--- src/rtl/ber_sweep_ctrl_pkg.sv ---
// rtl/ber_sweep_ctrl_pkg.sv - sweep state encoding and default datapath widths
package ber_ctrl_pkg;

   localparam int DEF_CNT_W   = 32;
   localparam int DEF_NOISE_W = 8;

   typedef enum logic [2:0] {
      IDLE,
      RST,
      FLUSH,
      MEASURE,
      REPORT
   } state_t;

endpackage

--- src/rtl/ber_sweep_ctrl_if.sv ---
// rtl/ber_sweep_ctrl_if.sv - result record valid/ready channel of the BER sweep sequencer
interface ber_res_if
   import ber_ctrl_pkg::*;
#(
   parameter int PT_W  = 3,
   parameter int CNT_W = DEF_CNT_W
) ();

   logic             res_valid;
   logic             res_ready;
   logic [PT_W-1:0]  res_point;
   logic [CNT_W-1:0] res_bits;
   logic [CNT_W-1:0] res_errors;

   modport master (
      output res_valid, res_point, res_bits, res_errors,
      input  res_ready
   );

   modport slave (
      input  res_valid, res_point, res_bits, res_errors,
      output res_ready
   );

endinterface

--- src/rtl/sat_counter.sv ---
// rtl/sat_counter.sv - up counter with synchronous clear that sticks at all-ones
module sat_counter #(
   parameter int W = 32
) (
   input  logic         clk,
   input  logic         rst,
   input  logic         clr,
   input  logic         inc,
   output logic [W-1:0] value
);

   always_ff @(posedge clk) begin
      if (rst || clr) begin
         value <= '0;
      end else if (inc && (value != '1)) begin
         value <= value + W'(1);
      end
   end

endmodule

--- src/rtl/ber_sweep_ctrl.sv ---
// rtl/ber_sweep_ctrl.sv - BER sweep sequencer over a noise-level table; BER_EARLY_STOP_EN adds error-count exit
module ber_sweep_ctrl
   import ber_ctrl_pkg::*;
#(
   parameter int MAX_POINTS   = 8,
   parameter int NOISE_W      = DEF_NOISE_W,
   parameter int CNT_W        = DEF_CNT_W,
   parameter int RST_CYCLES   = 4,
   parameter int FLUSH_CYCLES = 16
`ifdef BER_EARLY_STOP_EN
   , parameter int MAX_ERRORS = 100
`endif
) (
   input  logic                          clk,
   input  logic                          rst,
   input  logic                          cfg_we,
   input  logic [$clog2(MAX_POINTS)-1:0] cfg_addr,
   input  logic [NOISE_W-1:0]            cfg_data,
   input  logic [$clog2(MAX_POINTS):0]   num_points,
   input  logic [CNT_W-1:0]              target_bits,
   input  logic                          start,
   input  logic                          abort,
   output logic                          busy,
   output logic                          done,
   output logic                          chain_rst,
   output logic                          chain_en,
   output logic [NOISE_W-1:0]            noise_level,
   input  logic                          rx_bit_valid,
   input  logic                          rx_bit_err,
   ber_res_if.master                     res
);

   localparam int PT_W = $clog2(MAX_POINTS);
   localparam int PH_W = 16;
   localparam logic [CNT_W-1:0] CNT_ONE    = CNT_W'(1);
   localparam logic [PT_W-1:0]  PT_ONE     = PT_W'(1);
   localparam logic [PT_W:0]    NPT_ONE    = (PT_W+1)'(1);
   localparam logic [PT_W:0]    NPT_MAX    = (PT_W+1)'(MAX_POINTS);
   localparam logic [PH_W-1:0]  PH_ONE     = PH_W'(1);
   localparam logic [PH_W-1:0]  RST_LAST   = PH_W'(RST_CYCLES - 1);
   localparam logic [PH_W-1:0]  FLUSH_LAST = PH_W'(FLUSH_CYCLES - 1);

   state_t             state, state_d;
   logic [PH_W-1:0]    ph_q, ph_d;
   logic [PT_W-1:0]    point_q, point_d;
   logic [PT_W:0]      npts_q, npts_d;
   logic [CNT_W-1:0]   target_q, target_d;
   logic               done_q, done_d;
   logic [NOISE_W-1:0] tbl [MAX_POINTS];

   logic [CNT_W-1:0]   bits, errors;
   logic               bit_inc, err_inc, hit_target, hit_errors, last_point;

   assign bit_inc    = (state == MEASURE) && rx_bit_valid;
   assign err_inc    = bit_inc && rx_bit_err;
   // target_q is never 0, so target_q-1 cannot wrap
   assign hit_target = bit_inc && (bits >= target_q - CNT_ONE);
   assign last_point = ({1'b0, point_q} == npts_q - NPT_ONE);

`ifdef BER_EARLY_STOP_EN
   assign hit_errors = err_inc && (errors >= CNT_W'(MAX_ERRORS) - CNT_ONE);
`else
   assign hit_errors = 1'b0;
`endif

   sat_counter #(.W(CNT_W)) u_bit_cnt (
      .clk   (clk),
      .rst   (rst),
      .clr   (state == FLUSH),
      .inc   (bit_inc),
      .value (bits)
   );

   sat_counter #(.W(CNT_W)) u_err_cnt (
      .clk   (clk),
      .rst   (rst),
      .clr   (state == FLUSH),
      .inc   (err_inc),
      .value (errors)
   );

   always_ff @(posedge clk) begin
      if (rst) begin
         state    <= IDLE;
         ph_q     <= '0;
         point_q  <= '0;
         npts_q   <= '0;
         target_q <= '0;
         done_q   <= 1'b0;
      end else begin
         state    <= state_d;
         ph_q     <= ph_d;
         point_q  <= point_d;
         npts_q   <= npts_d;
         target_q <= target_d;
         done_q   <= done_d;
      end
   end

   always_ff @(posedge clk) begin
      if (rst) begin
         for (int i = 0; i < MAX_POINTS; i++) tbl[i] <= '0;
      end else if (cfg_we && (state == IDLE)) begin
         tbl[cfg_addr] <= cfg_data;
      end
   end

   always_comb begin
      state_d   = state;
      ph_d      = ph_q;
      point_d   = point_q;
      npts_d    = npts_q;
      target_d  = target_q;
      done_d    = 1'b0;
      busy      = (state != IDLE);
      chain_rst = 1'b0;
      chain_en  = 1'b0;

      case (state)
         IDLE: begin
            chain_rst = 1'b1;
            if (start) begin
               target_d = (target_bits == '0) ? CNT_ONE : target_bits;
               npts_d   = (num_points > NPT_MAX) ? NPT_MAX : num_points;
               point_d  = '0;
               ph_d     = '0;
               if (num_points == '0) done_d = 1'b1;
               else                  state_d = RST;
            end
         end
         RST: begin
            chain_rst = 1'b1;
            if (ph_q == RST_LAST) begin
               ph_d    = '0;
               state_d = FLUSH;
            end else begin
               ph_d = ph_q + PH_ONE;
            end
         end
         FLUSH: begin
            chain_en = 1'b1;
            if (ph_q == FLUSH_LAST) begin
               ph_d    = '0;
               state_d = MEASURE;
            end else begin
               ph_d = ph_q + PH_ONE;
            end
         end
         MEASURE: begin
            chain_en = 1'b1;
            if (hit_target || hit_errors) state_d = REPORT;
         end
         REPORT: begin
            if (res.res_ready) begin
               if (last_point) begin
                  done_d  = 1'b1;
                  state_d = IDLE;
               end else begin
                  point_d = point_q + PT_ONE;
                  ph_d    = '0;
                  state_d = RST;
               end
            end
         end
         default: state_d = IDLE;
      endcase

      // abort wins over start, completion and handshake alike
      if (abort) begin
         state_d = IDLE;
         done_d  = 1'b0;
      end
   end

   assign done           = done_q;
   assign noise_level    = tbl[point_q];
   assign res.res_valid  = (state == REPORT);
   assign res.res_point  = point_q;
   assign res.res_bits   = bits;
   assign res.res_errors = errors;

endmodule

--- src/flat_wrapper.sv ---
// flat-port wrapper written by rule: the top's interface ports become plain ports
module ber_sweep_ctrl_flat import ber_ctrl_pkg::*;
#(
   parameter int MAX_POINTS   = 8,
   parameter int NOISE_W      = DEF_NOISE_W,
   parameter int CNT_W        = DEF_CNT_W,
   parameter int RST_CYCLES   = 4,
   parameter int FLUSH_CYCLES = 16

)
  (clk, rst, cfg_we, cfg_addr, cfg_data, num_points, target_bits, start, abort, busy, done, chain_rst, chain_en, noise_level, rx_bit_valid, rx_bit_err, res_res_valid, res_res_point, res_res_bits, res_res_errors, res_res_ready);
  ber_res_if #(.PT_W(3), .CNT_W(CNT_W)) res_i ();
  input  logic clk;
  input  logic rst;
  input  logic cfg_we;
  input  logic [$clog2(MAX_POINTS)-1:0] cfg_addr;
  input  logic [NOISE_W-1:0] cfg_data;
  input  logic [$clog2(MAX_POINTS):0] num_points;
  input  logic [CNT_W-1:0] target_bits;
  input  logic start;
  input  logic abort;
  output logic busy;
  output logic done;
  output logic chain_rst;
  output logic chain_en;
  output logic [NOISE_W-1:0] noise_level;
  input  logic rx_bit_valid;
  input  logic rx_bit_err;
  output wire logic [$bits(res_i.res_valid)-1:0] res_res_valid;
  output wire logic [$bits(res_i.res_point)-1:0] res_res_point;
  output wire logic [$bits(res_i.res_bits)-1:0] res_res_bits;
  output wire logic [$bits(res_i.res_errors)-1:0] res_res_errors;
  input wire logic [$bits(res_i.res_ready)-1:0] res_res_ready;
  assign res_res_valid = res_i.res_valid;
  assign res_res_point = res_i.res_point;
  assign res_res_bits = res_i.res_bits;
  assign res_res_errors = res_i.res_errors;
  assign res_i.res_ready = res_res_ready;
  ber_sweep_ctrl #(.MAX_POINTS(MAX_POINTS), .NOISE_W(NOISE_W), .CNT_W(CNT_W), .RST_CYCLES(RST_CYCLES), .FLUSH_CYCLES(FLUSH_CYCLES)) u_core (.clk(clk), .rst(rst), .cfg_we(cfg_we), .cfg_addr(cfg_addr), .cfg_data(cfg_data), .num_points(num_points), .target_bits(target_bits), .start(start), .abort(abort), .busy(busy), .done(done), .chain_rst(chain_rst), .chain_en(chain_en), .noise_level(noise_level), .rx_bit_valid(rx_bit_valid), .rx_bit_err(rx_bit_err), .res(res_i));
endmodule
--- config.mk ---
export PLATFORM = sky130hd
export DESIGN_NAME = ber_sweep_ctrl_flat
export DESIGN_NICKNAME = d
export VERILOG_FILES = /design/src/rtl/ber_sweep_ctrl_pkg.sv /design/src/rtl/ber_sweep_ctrl_if.sv /design/src/rtl/sat_counter.sv /design/src/rtl/ber_sweep_ctrl.sv /design/src/flat_wrapper.sv
export SDC_FILE = /design/constraint.sdc
export NUM_CORES = 1
export LEC_CHECK = 0
export CAP_MARGIN = 20
export CORE_UTILIZATION = 35
export DETAILED_ROUTE_END_ITERATION = 10
export GPL_TIMING_DRIVEN = 0
export MAX_ROUTING_LAYER = met4
export PLACE_DENSITY_LB_ADDON = 0.25
export RECOVER_POWER = 50
export SYNTH_ARGS = -nofsm -noshare
export SYNTH_HDL_FRONTEND = slang
export SYNTH_SLANG_ARGS = --single-unit
export TNS_END_PERCENT = 1
--- constraint.sdc ---
create_clock -name clk -period 3.25 [get_ports clk]
set_clock_uncertainty 0.2 [all_clocks]
set_input_delay 0.65 -clock clk [delete_from_list [all_inputs] [get_ports clk]]
set_output_delay 0.65 -clock clk [all_outputs]
set_load 0.05 [all_outputs]
=== Word-level counts from Yosys, hierarchy flattened ===
Memory sizes are Yosys's and may differ from the RTL's. A register that Yosys moved wholly into a read port is not among the register bits.
Index checks and enable logic that the tools add are counted.

* Register bits after elaboration: 123
* Bits in writable memories: 64
* Input port bits: 55
* Output and inout bits: 80
* Logic and storage cells: 91
* Memories kept: 1

{| class="wikitable"
|+ Memory list
! memory !! depth !! width !! read ports !! clocked after memory_dff !! write ports !! line !! text
|-
| u_core.tbl || 8 || 8 || 1 || 1 || 8 || ber_sweep_ctrl.sv:49 || <nowiki>logic [NOISE_W-1:0] tbl [MAX_POINTS];</nowiki>
|}

* Add/sub/neg operators: 6
* $lt $le $gt $ge: 2
* Eq/ne operators: 16
* Multiplexer cells: 37
* Reductions and logical operators: 21

{| class="wikitable"
|+ Operators with widths
! kind !! number
|-
| 16-bit two-way mux || 5
|-
| 32-bit by 1-bit adder with 32-bit output (second input constant) || 2
|-
| 32-bit inequality test (second input constant) || 2
|-
| 16-bit one-hot mux with 4 select lines || 1
|-
| 3-bit two-way mux || 12
|-
| 32-bit greater-or-equal comparator || 1
|-
| 32-bit zero test || 1
|-
| 32-bit two-way mux || 1
|-
| 32-bit by 1-bit subtractor with 32-bit output (second input constant) || 1
|-
| 16-bit by 1-bit adder with 16-bit output (second input constant) || 1
|-
| 16-bit by 2-bit equality test with 1-bit output (second input constant) || 1
|-
| 16-bit by 4-bit equality test with 1-bit output (second input constant) || 1
|-
| 3-bit one-hot mux with 5 select lines || 1
|-
| 1-bit two-way mux || 13
|-
| 8-bit two-way mux || 1
|-
| 2-bit by 1-bit inequality test with 1-bit output (second input constant) || 4
|-
| 4-bit AND reduction || 2
|-
| 8-bit OR reduction || 1
|-
| 3-bit by 2-bit equality test with 1-bit output (second input constant) || 2
|-
| 1-bit logical AND || 6
|-
| 2-bit inequality test (second input constant) || 3
|-
| 3-bit one-hot mux with 2 select lines || 1
|-
| 6-bit AND reduction || 1
|-
| 2-bit OR reduction || 3
|-
| other kinds (15) || 15
|}

=== Logic depth before layout (Yosys ltp) ===
Gate-level depths: netlist of run 1.

* Word-level depth: 7
* Depth in mapped cells: 15
* Depth with buffers taken out: 15

=== By module ===
A second synthesis of run 1 with hierarchy kept.

* Cell total of the unflattened synthesis: 1005
* Area, all modules: 10229.8 um^2

{| class="wikitable"
|+ Modules (own cells, without submodules)
! module !! instances !! cells an instance !! area each (um^2) !! seq. area each (um^2)
|-
| ber_sweep_ctrl || 1 || 627 || 6866.6 || 3163.0
|-
| sat_counter || 2 || 189 || 1681.6 || 640.6
|}

=== Worst setup path before layout of run 1 ===
No wires, ideal clock.

* Path kind: reg2reg
* Start: reg u_core.target_q[6]
* End: reg u_core.state[2]
* Library setup time: 0.114 ns
* Data arrival time: 3.213 ns
* Data required time: 2.936 ns
* Slack: -0.278 ns
* Cell stages (with the launch flop): 14
* Buffers on the path: 0
* Clock period less this slack: 3.528 ns
* Path through: dfxtp_1 -> or4_4 -> or3_4 -> nor2_4 -> nand3_4 -> nor3b_2 -> xnor2_1 -> ha_1 -> nand4_1 -> nor3_1 -> nand3_1 -> a31oi_1 -> o211ai_1 -> a2111oi_0

* Longest elaborated chain between the ends: 5

{| class="wikitable"
|+ RTL lines
! what !! line !! text
|-
| start, declared || ber_sweep_ctrl.sv:47 || <nowiki>logic [CNT_W-1:0] target_q, target_d;</nowiki>
|-
| start signal, assigned || ber_sweep_ctrl.sv:95 || <nowiki>target_q <= target_d;</nowiki>
|-
| 32-bit by 1-bit subtractor with 32-bit output || ber_sweep_ctrl.sv:57 || <nowiki>assign hit_target = bit_inc && (bits >= target_q - CNT_ONE);</nowiki>
|-
| 32-bit greater-or-equal comparator || ber_sweep_ctrl.sv:57 ||
|-
| 1-bit logical AND || ber_sweep_ctrl.sv:57 ||
|-
| 2-bit by 1-bit inequality test with 1-bit output (no source line) || -- ||
|-
| 6-bit AND reduction (no source line) || -- ||
|-
| end signal, assigned || ber_sweep_ctrl.sv:91 || <nowiki>state <= state_d;</nowiki>
|-
| end, declared || ber_sweep_ctrl.sv:43 || <nowiki>state_t state, state_d;</nowiki>
|}

No other way between the ends.
A chain may end at the register's enable or synchronous reset.

=== Final worst setup path of run 1 ===
* Start: reg u_core.target_q[9]
* End: reg u_core.state[1]

The elaborated chain is that of the path after synthesis.

==> results.cfg, run 1 <==
[worst_setup_path]
worstSetupStartpointType = flip-flop
cp_cell_sequence = or4_4 > or3_4 > nor2_4 > buf_4 > nand2_1 > xor2_1 > ha_1 > and4_1 > nand3_1 > a221o_1 > a31oi_4 > buf_4 > o211ai_1 > and4_1
crit_type = reg -> reg
critPathSlowestCell = or4_4
required_ns = 3.38
cp_max_fo = 3
cp-end-kind = flip-flop
arrival_ns = 3.83
slowest_delay_ns = 0.55

[place]
place_congestion = 0.8668
dp_hpwl_um = 19400
dp_slack_ns = -0.7908
io_buffer_count = 133

[grt]
grt_pass1_vias = 7864
grt_start_max_net_pins = 23
antenna_found_initial = 0
grt_pass1_wl_um = 41700
grt_util_all_layers = 0.1879
gr-total-overflow = 0

[floorplan]
fp.dieH_um = 171.4
start_util = 0.3585
die_area_mm2 = 0.02937
fp.dieW_um = 171.4
fp-row-count = 61
fp.coreArea_mm2 = 0.02801
io_pins = 135

[timing]
worst_pin_slew_ns = 1.097
hold_viol_final = 0
fin_ws_ns = -0.4556
max_freq_mhz = 269.9
whs_ns = 0.2883
period_minus_slack_ns = 3.706
setup_viol = 3
rsz0062_at_grt = yes
report.final.slew_viol_count = 0
final.period_utilization = 1.140
max_slew_margin = 0.2632

[drt]
drt_pass1_iterations = 5
wl_um = 26010
route.detailed.drc = 0
antenna_left = 0
viasPerCell = 5.218
num_vias = 8093
drt-initial-drc-count = 437
avgRoutedWirePerCell_um = 16.77

[synth]
synth.net_count = 1096
synth_cell_types = 73
yosysWarnings = 0
ys_async_sr_fraction = 0
synthesis.instances = 1003
synth-seq-cells = 190
synth-seq-area-share = 0.4426
synth_edf_count = 64
synth-main-ff-cell = dfxtp_1
synth_area_mm2 = 0.01004
synth.avg_cell_area_um2 = 10.01

[clock_tree]
cts_buffers = 17
clk_latency_ns = 0.44
cts.path.max_buffers = 2
clk_pin_slew_ns = 0.09
root_buffer = clkbuf_16
htreeDepth = 4
hold_buffers = 0
cts_tree = yes
clock-sinks = 190

[finish]
fillers = 2721
n_antenna_cell = 0
drive_above_1_share = 0.1066
mostFrequentLayoutCells = dfxtp_1, nor2_1, dlygate4sd3_1
final_nets = 1253
multiInputGateArea_mm2 = 0.005446
seq_area_mm2 = 0.004456
areaGrowthSynthToFinish_pct = 25.37
final_common_cell = dfxtp_1

[status]
violations = negative setup slack
status = finished, violations left

[flow_run]
drv_cap = 0

[power_and_ir_drop]
vdd_drop_max_mv = 0.2951
leakage_nw = 4.601
power_mw = 5.546
p_per_area_mw_per_mm2 = 440.5

[worst_hold_path]
worstHoldPathType = reg -> reg
[routing by layer]
layer	vias to the layer above	GRT usage	share of wire	wire length [um]
li1	4030	-	-	-
met1	3865	0.2474	0.48	12490
met2	170	0.2982	0.47	12190
met3	28	0.02600	0.033	855
met4	0	0.05939	0.018	469
met5	-	-	0	0
[path summary, 6_finish.rpt]
| path | cells after the start | startpoint | end | slack (ns) |
|---|---|---|---|---|
| setup / recovery | 14 | u_core.target_q[9] | u_core.state[1] | -0.46 |
| hold / removal | 2 | u_core.ph_q[15] | u_core.ph_q[15] | 0.29 |
| setup reg to reg | 14 | u_core.target_q[9] | u_core.state[1] | -0.46 |
| hold reg to reg | 2 | u_core.ph_q[15] | u_core.ph_q[15] | 0.29 |
[kinds of logic after synthesis]
family | synth area share
AOI/OAI and AO/OA | 0.1018
xor gates and xnor gates | 0.07152
adders and majority gates | 0.04735
buffers and inverters | 0.02230
DFF | 0.4426
muxes | 0.04884
and+or+nand+nor | 0.2656
[cell type report]
cell class	instances	share of cell area
multi-input combinational	760	0.4326
sequential	190	0.3539
inverter	16	0.004770
clock inverter	15	0.01540
clock buffer	17	0.03379
timing repair buffer	139	0.1087
buffer	36	0.01322
tap	378	0.03757
[through the flow]
stage                       util  cell area [um^2]  cells  TNS, ns
after floorplan                -             10060   1003  -0.2968
after global placement    0.4236             11870   1514   -5.387
after detailed placement  0.4236             11870   1514   -5.513
after CTS                 0.4489             12570   1550   -1.600
after global routing      0.4495             12590   1551   -3.499
final                     0.4495             12590   1551   -1.325
[registers in the layout, summed over array words and instances (netlist names), named ones only]
| name | cells |
|---|---|
| u_core.npts_q | 4 |
| u_core.state | 3 |
| u_core.target_q | 32 |
| u_core.done | 1 |
| u_core.u_bit_cnt.value | 32 |
| u_core.tbl | 64 |
| u_core.u_err_cnt.value | 32 |
| u_core.ph_q | 16 |
| u_core.res.res_point | 3 |
[Yosys cell counts, types with 21 or more instances]
| library cell | count | area share |
|---|---|---|
| a22o_1 | 28 | 0.024 |
| nor2_1 | 80 | 0.030 |
| nor3_1 | 33 | 0.016 |
| o21ai_0 | 27 | 0.013 |
| nand3_1 | 40 | 0.020 |
| nand2_1 | 63 | 0.024 |
| edfxtp_1 | 64 | 0.19 |
| dfxtp_1 | 126 | 0.25 |
| a21oi_1 | 48 | 0.024 |
| xor2_1 | 27 | 0.024 |
| and2_1 | 72 | 0.045 |
| nor4_1 | 23 | 0.014 |
| xnor2_1 | 55 | 0.048 |
| nand4_1 | 21 | 0.013 |
| ha_1 | 38 | 0.047 |
[worst max-delay path, delay by kind of cell (launching register included)]
family / cells / cell delay (ns)
compound gates: 3 / 0.65
simple gates: 7 / 1.65
buf+inv: 2 / 0.29
xor+xnor: 1 / 0.15
flops: 1 / 0.34
fa+ha+maj: 1 / 0.31
[repair_timing]
item	CTS	global route
resized for setup	29	6
endpoints found under the hold margin	0	0
buffers inserted	5	1
pin swaps	9	4
setup endpoints to repair	12	9
[power by group]
part	switching, mW	leakage, nW	internal [mW]
combinational	0.439	2.62	0.343
clock	1.10	0.298	1.06
sequential	0.0701	1.69	2.53
Power figures use the tool's default switching activity.
==> run 2, diff against run 1 <==
--- a/constraint.sdc
+++ b/constraint.sdc
@@ -4,2 +4,2 @@
 set_output_delay 0.65 -clock clk [all_outputs]
-set_load 0.05 [all_outputs]
+set_load 0.01 [all_outputs]
==> run 2 against run 1 <==
  * The flow still finishes with violations (negative setup slack)
  * Wire length decreased by 0.11%
  * Utilization increased by 0.094 points
  * Fmax about the same
  * Global-route usage about the same
  * Die area unchanged
  * Worst hold slack improved by 0.00077 ns
  * Critical path depth unchanged
==> results.cfg, run 2 (synthesized netlist as in run 1, its figures left out) <==
[status]
status = finished, violations left
violations = negative setup slack

[worst_setup_path]
r2r_start = u_core.target_q[7]
crit_type = reg -> reg
cp_cell_sequence = or4_4 > or3_4 > nor2_4 > buf_4 > nand2_1 > xor2_1 > ha_1 > and4_1 > nand3_1 > a221o_1 > a31oi_4 > buf_4 > o211ai_1 > and4_1
critPathTopFamily = simple AND/OR/NAND/NOR gates
endpoint = u_core.state[1]
required_ns = 3.38
crit_buf_inv = 2
r2r_end = u_core.state[1]
reg2regPathDepth = 14
slowest_delay_ns = 0.54
critPathSlowestCell = or4_4
arrival_ns = 3.83
path_depth = 14
worstSetupStartpointType = flip-flop
r2r_slack_ns = -0.46
cp-end-kind = flip-flop
cp_max_fo = 5
critical_path.startpoint = u_core.target_q[7]

[clock_tree]
clk_latency_ns = 0.44
cts.path.max_buffers = 2
hold_buffers = 0
clk_pin_slew_ns = 0.09
root_buffer = clkbuf_16
cts_buffers = 17
cts_tree = yes
htreeDepth = 4
clock-sinks = 190

[floorplan]
fp.dieH_um = 171.4
die_area_mm2 = 0.02937
fp.coreArea_mm2 = 0.02801
start_util = 0.3585
io_pins = 135
fp-row-count = 61
fp.dieW_um = 171.4

[power_and_ir_drop]
vdd_drop_max_mv = 0.2960
pwr-share-comb = 0.136
p_per_area_mw_per_mm2 = 436.8
power_frac_clock = 0.392
p_sw_frac = 0.2847
p_int_mw = 3.941
switchingPower_mw = 1.569
leakage_nw = 4.580
pwr-share-seq = 0.472

[grt]
gr-total-overflow = 0
grt_pass1_wl_um = 41670
grt_util_all_layers = 0.1878
antenna_found_initial = 0
grt_start_max_net_pins = 23
grt_pass1_vias = 7866

[drt]
route.detailed.drc = 0
avgRoutedWirePerCell_um = 16.75
drt_pass1_iterations = 5
wl_um = 25980
drt-initial-drc-count = 428
viasPerCell = 5.211
antenna_left = 0
num_vias = 8083

[worst_hold_path]
worstHoldPathType = reg -> reg

[timing]
hold_viol_final = 0
max_freq_mhz = 269.9
fin_ws_ns = -0.4553
final.period_utilization = 1.140
period_minus_slack_ns = 3.705
worst_pin_slew_ns = 1.061
report.final.slew_viol_count = 0
rsz0062_at_grt = yes
setup_viol = 3
max_slew_margin = 0.2870

[finish]
fillers = 2711
largest_reg_flops = 64
drive_above_1_share = 0.1066
multiInputGateArea_mm2 = 0.005446
regMostFlops = u_core.tbl
n_antenna_cell = 0
final_common_cell = dfxtp_1
seq_area_mm2 = 0.004456
areaGrowthSynthToFinish_pct = 25.63
finalCoreUtilization = 0.4504
mostFrequentLayoutCells = dfxtp_1, nor2_1, dlygate4sd3_1
final_nets = 1253

[place]
place_congestion = 0.8668
dp_hpwl_um = 19400
io_buffer_count = 133
dp_slack_ns = -0.7908

[flow_run]
drv_cap = 0
==> run 2: worst reg2reg max path: cells and delay by family, from the launching register on <==
family                   cells  cell delay, ns
AO/OA/AOI/OAI                3            0.64
XOR/XNOR                     1            0.15
adder cells (fa/ha/maj)      1            0.32
buffers and inverters        2            0.29
flip-flops                   1            0.35
AND/OR/NAND/NOR              7            1.64
==> run 2: final cells by class <==
type / count / area share
Timing Repair Buffer: 139 / 0.1094
Inverter: 16 / 0.004761
Tap cell: 378 / 0.03749
Multi-Input combinational cell: 760 / 0.4317
Buffer: 36 / 0.01438
Clock inverter: 15 / 0.01537
Sequential cell: 190 / 0.3532
Clock buffer: 17 / 0.03372
==> run 2: power by group through the flow <==
stage	Sequential, mW	Clock (mW)	Combinational [mW]
floorplan	2.63	0	0.480
global placement	2.64	0	0.713
detailed placement	2.65	0	0.727
CTS	2.60	2.22	0.752
global route	2.61	2.32	0.829
finish	2.60	2.16	0.748
==> run 2: metal layers <==
layer / global-route usage / vias to the layer above / wire (um)
met5: - / - / 0
met4: 0.05939 / 0 / 485
met3: 0.02600 / 29 / 740
met2: 0.2976 / 155 / 12180
met1: 0.2475 / 3868 / 12570
li1: - / 4031 / -
==> run 2: how the worst min path moves through the flow <==
stage / startpoint / slack [ns] / endpoint / cells past startpoint
5_1_grt: u_core.ph_q[15] / 0.31 / u_core.ph_q[15] / 2
2_1_floorplan: u_core.npts_q[2] / 0.25 / u_core.npts_q[2] / 2
6_report: u_core.npts_q[2] / 0.29 / u_core.npts_q[2] / 2
4_1_cts: u_core.ph_q[15] / 0.29 / u_core.ph_q[15] / 2
3_3_place_gp: u_core.ph_q[15] / 0.27 / u_core.ph_q[15] / 2
3_5_place_dp: u_core.ph_q[15] / 0.28 / u_core.ph_q[15] / 2
==> run 2: metrics by stage <==
stage          TNS (ns)  std cells  hold slack (ns)  cell area, um^2  total power [mW]
6_report         -1.336       1551           0.2890            12620             5.510
5_1_grt          -3.661       1551           0.3143            12620             5.758
4_1_cts          -1.600       1550           0.2872            12600             5.566
3_5_place_dp     -3.730       1514           0.2773            11870             3.374
3_3_place_gp     -3.603       1514           0.2697            11870             3.358
2_1_floorplan   -0.2953       1003           0.2492            10060             3.109
==> run 2: repair_timing <==
| action | in CTS | in global routing |
|---|---|---|
| pin swaps | 9 | 4 |
| endpoints found under the setup margin | 11 | 11 |
| buffers inserted | 5 | 1 |
| hold endpoints to repair | 0 | 0 |
| resized for setup | 23 | 6 |
==> run 3, diff against run 2 <==
CTS_BUF_LIST = sky130_fd_sc_hd__clkbuf_16   (was default)
PLACE_DENSITY_LB_ADDON = default   (was 0.25)
==> run 3 against run 2 <==
  * The flow still finishes with violations (negative setup slack)
  * Utilization is 0.17 points higher
  * Worst hold slack worse by 0.0036 ns
  * Non-clock buffer count is 2 higher
  * Combinational power is 1% higher
  * Register-to-register slack worse by 0.05 ns
  * Clock power hardly changed
  * Flip-flop and latch count stayed put
  * Wire length is 0.18% lower
  * Sequential power hardly changed
  * Sequential share of layout area is 0.13 points lower
  * Clock-buffer cell count stayed put
  * Via count hardly changed
  * Highest routed layer unchanged
==> results.cfg, run 3 (synthesized netlist as in run 1, its figures left out) <==
[status]
status = finished, violations left
violations = negative setup slack

[timing]
rsz0062_at_grt = yes
period_minus_slack_ns = 3.750
max_slew_margin = 0.3178
max_freq_mhz = 266.6
fin_ws_ns = -0.5003
worst_pin_slew_ns = 1.015
whs_ns = 0.2854
tns_ns = -1.464
setup_viol = 3
hold_viol_final = 0
final.period_utilization = 1.154
report.final.slew_viol_count = 0

[floorplan]
die_area_mm2 = 0.02937
io_pins = 135
fp.dieW_um = 171.4
start_util = 0.3585
fp.dieH_um = 171.4
fp.coreArea_mm2 = 0.02801
fp-row-count = 61

[power_and_ir_drop]
power_frac_clock = 0.394
p_sw_frac = 0.2884
pwr-share-seq = 0.469
pwr-share-comb = 0.137
p_int_mw = 3.946
vdd_drop_max_mv = 0.3064
p_per_area_mw_per_mm2 = 437.9
switchingPower_mw = 1.599
leakage_nw = 4.701

[finish]
regMostFlops = u_core.tbl
finalCoreUtilization = 0.4521
final_nets = 1255
mostFrequentLayoutCells = dfxtp_1, nor2_1, dlygate4sd3_1
multiInputGateArea_mm2 = 0.005460
fillers = 2735
final_common_cell = dfxtp_1
seq_area_mm2 = 0.004456
largest_reg_flops = 64
areaGrowthSynthToFinish_pct = 26.10
drive_above_1_share = 0.1098

[worst_setup_path]
cp-end-kind = flip-flop
crit_type = reg -> reg
r2r_end = u_core.state[2]
r2r_slack_ns = -0.50
cp_max_fo = 5
arrival_ns = 3.88
required_ns = 3.38
critical_path.startpoint = u_core.target_q[2]
endpoint = u_core.state[2]
worstSetupStartpointType = flip-flop
reg2regPathDepth = 13
r2r_start = u_core.target_q[2]

[grt]
grt_pass1_wl_um = 40930
gr-total-overflow = 0
grt_util_all_layers = 0.1843
grt_pass1_vias = 7753
antenna_found_initial = 1
grt_start_max_net_pins = 23

[clock_tree]
root_buffer = clkbuf_16
clock-sinks = 190
cts.path.max_buffers = 2
clk_pin_slew_ns = 0.09
cts_buffers = 17
clk_latency_ns = 0.44
hold_buffers = 0
cts_tree = yes
htreeDepth = 4

[drt]
wl_met3_um = 847
num_vias = 8079
met2WireLength_um = 12360
viasPerCell = 5.199
drt-met1-wl_um = 12460
route.detailed.drc = 0
drt_pass1_iterations = 4
drt-initial-drc-count = 564
avgRoutedWirePerCell_um = 16.69
top_layer = met4
antenna_left = 0
wl_um = 25930

[place]
io_buffer_count = 133
place_congestion = 0.8635
dp_hpwl_um = 19230

[worst_hold_path]
worstHoldPathType = reg -> reg

[flow_run]
drv_cap = 0
run 3: changes by cell type in the layout (fill, tap and decap cells not counted), moves of 2 or more:
cell             previous run  this run
nor3_4                      2         4
dlymetal6s2s_1              0         8
buf_4                       5         7
and2_0                     27        24
and2_1                     45        48
clkdlybuf4s50_1            63        55
run 3: metal layers:
metal  global-route usage  vias to the layer above
li1                     -                     4051
met1               0.2454                     3869
met2               0.2982                      143
met3              0.02278                       16
met4              0.04309                        0
met5                    -                        -
run 3: worst min-delay path by stage:
stage | cells after the start | startpoint | end
floorplan | 2 | u_core.npts_q[2] | u_core.npts_q[2]
global placement | 2 | u_core.ph_q[15] | u_core.ph_q[15]
detailed placement | 2 | u_core.npts_q[2] | u_core.npts_q[2]
CTS | 2 | u_core.npts_q[2] | u_core.npts_q[2]
global route | 2 | u_core.u_err_cnt.value[1] | u_core.u_err_cnt.value[1]
finish | 2 | u_core.npts_q[2] | u_core.npts_q[2]
run 3: final cells by class:
cell class	instances	area share
Antenna cell	1	0.0001976
Buffer	36	0.01383
Clock buffer	17	0.03359
Clock inverter	15	0.01551
Inverter	16	0.004743
Multi-Input combinational cell	760	0.4312
Sequential cell	190	0.3518
Tap cell	378	0.03735
Timing Repair Buffer	141	0.1117
run 3: power by group through the flow:
stage                     sequential [mW]  combinational (mW)  clock, mW
after floorplan                      2.63               0.480          0
after global placement               2.64               0.712          0
after detailed placement             2.65               0.724          0
after CTS                            2.60               0.752       2.23
after global routing                 2.61               0.841       2.31
final                                2.60               0.759       2.19
run 3: critical path: stages, from the launching register on:
cell       delay [ns]
dfxtp_2          0.35
or3_4            0.42
or4_4            0.48
nor2_4           0.17
nand3_4          0.14
nor3b_2          0.24
xnor2_1          0.12
ha_1             0.31
nand4_1          0.17
buf_4            0.19
or3_1            0.32
nand3_1          0.10
o211ai_1         0.11
a2111oi_2        0.31
run 3: timing repair:
item                                    in CTS  in global routing
endpoints found under the setup margin      11                 11
buffers inserted                             7                  1
gates resized for setup                     21                 17
pin swaps                                   12                  5
cloned                                       0                  0
run 3: per-stage QoR:
step / setup WS (ns) / instances / instance area (um^2) / power [mW]
floorplan: -0.1154 / 1003 / 10060 / 3.109
global placement: -0.8131 / 1514 / 11870 / 3.356
detailed placement: -0.7594 / 1514 / 11870 / 3.371
CTS: -0.5800 / 1552 / 12610 / 5.577
global route: -0.6980 / 1554 / 12660 / 5.764
finish: -0.5003 / 1554 / 12660 / 5.545
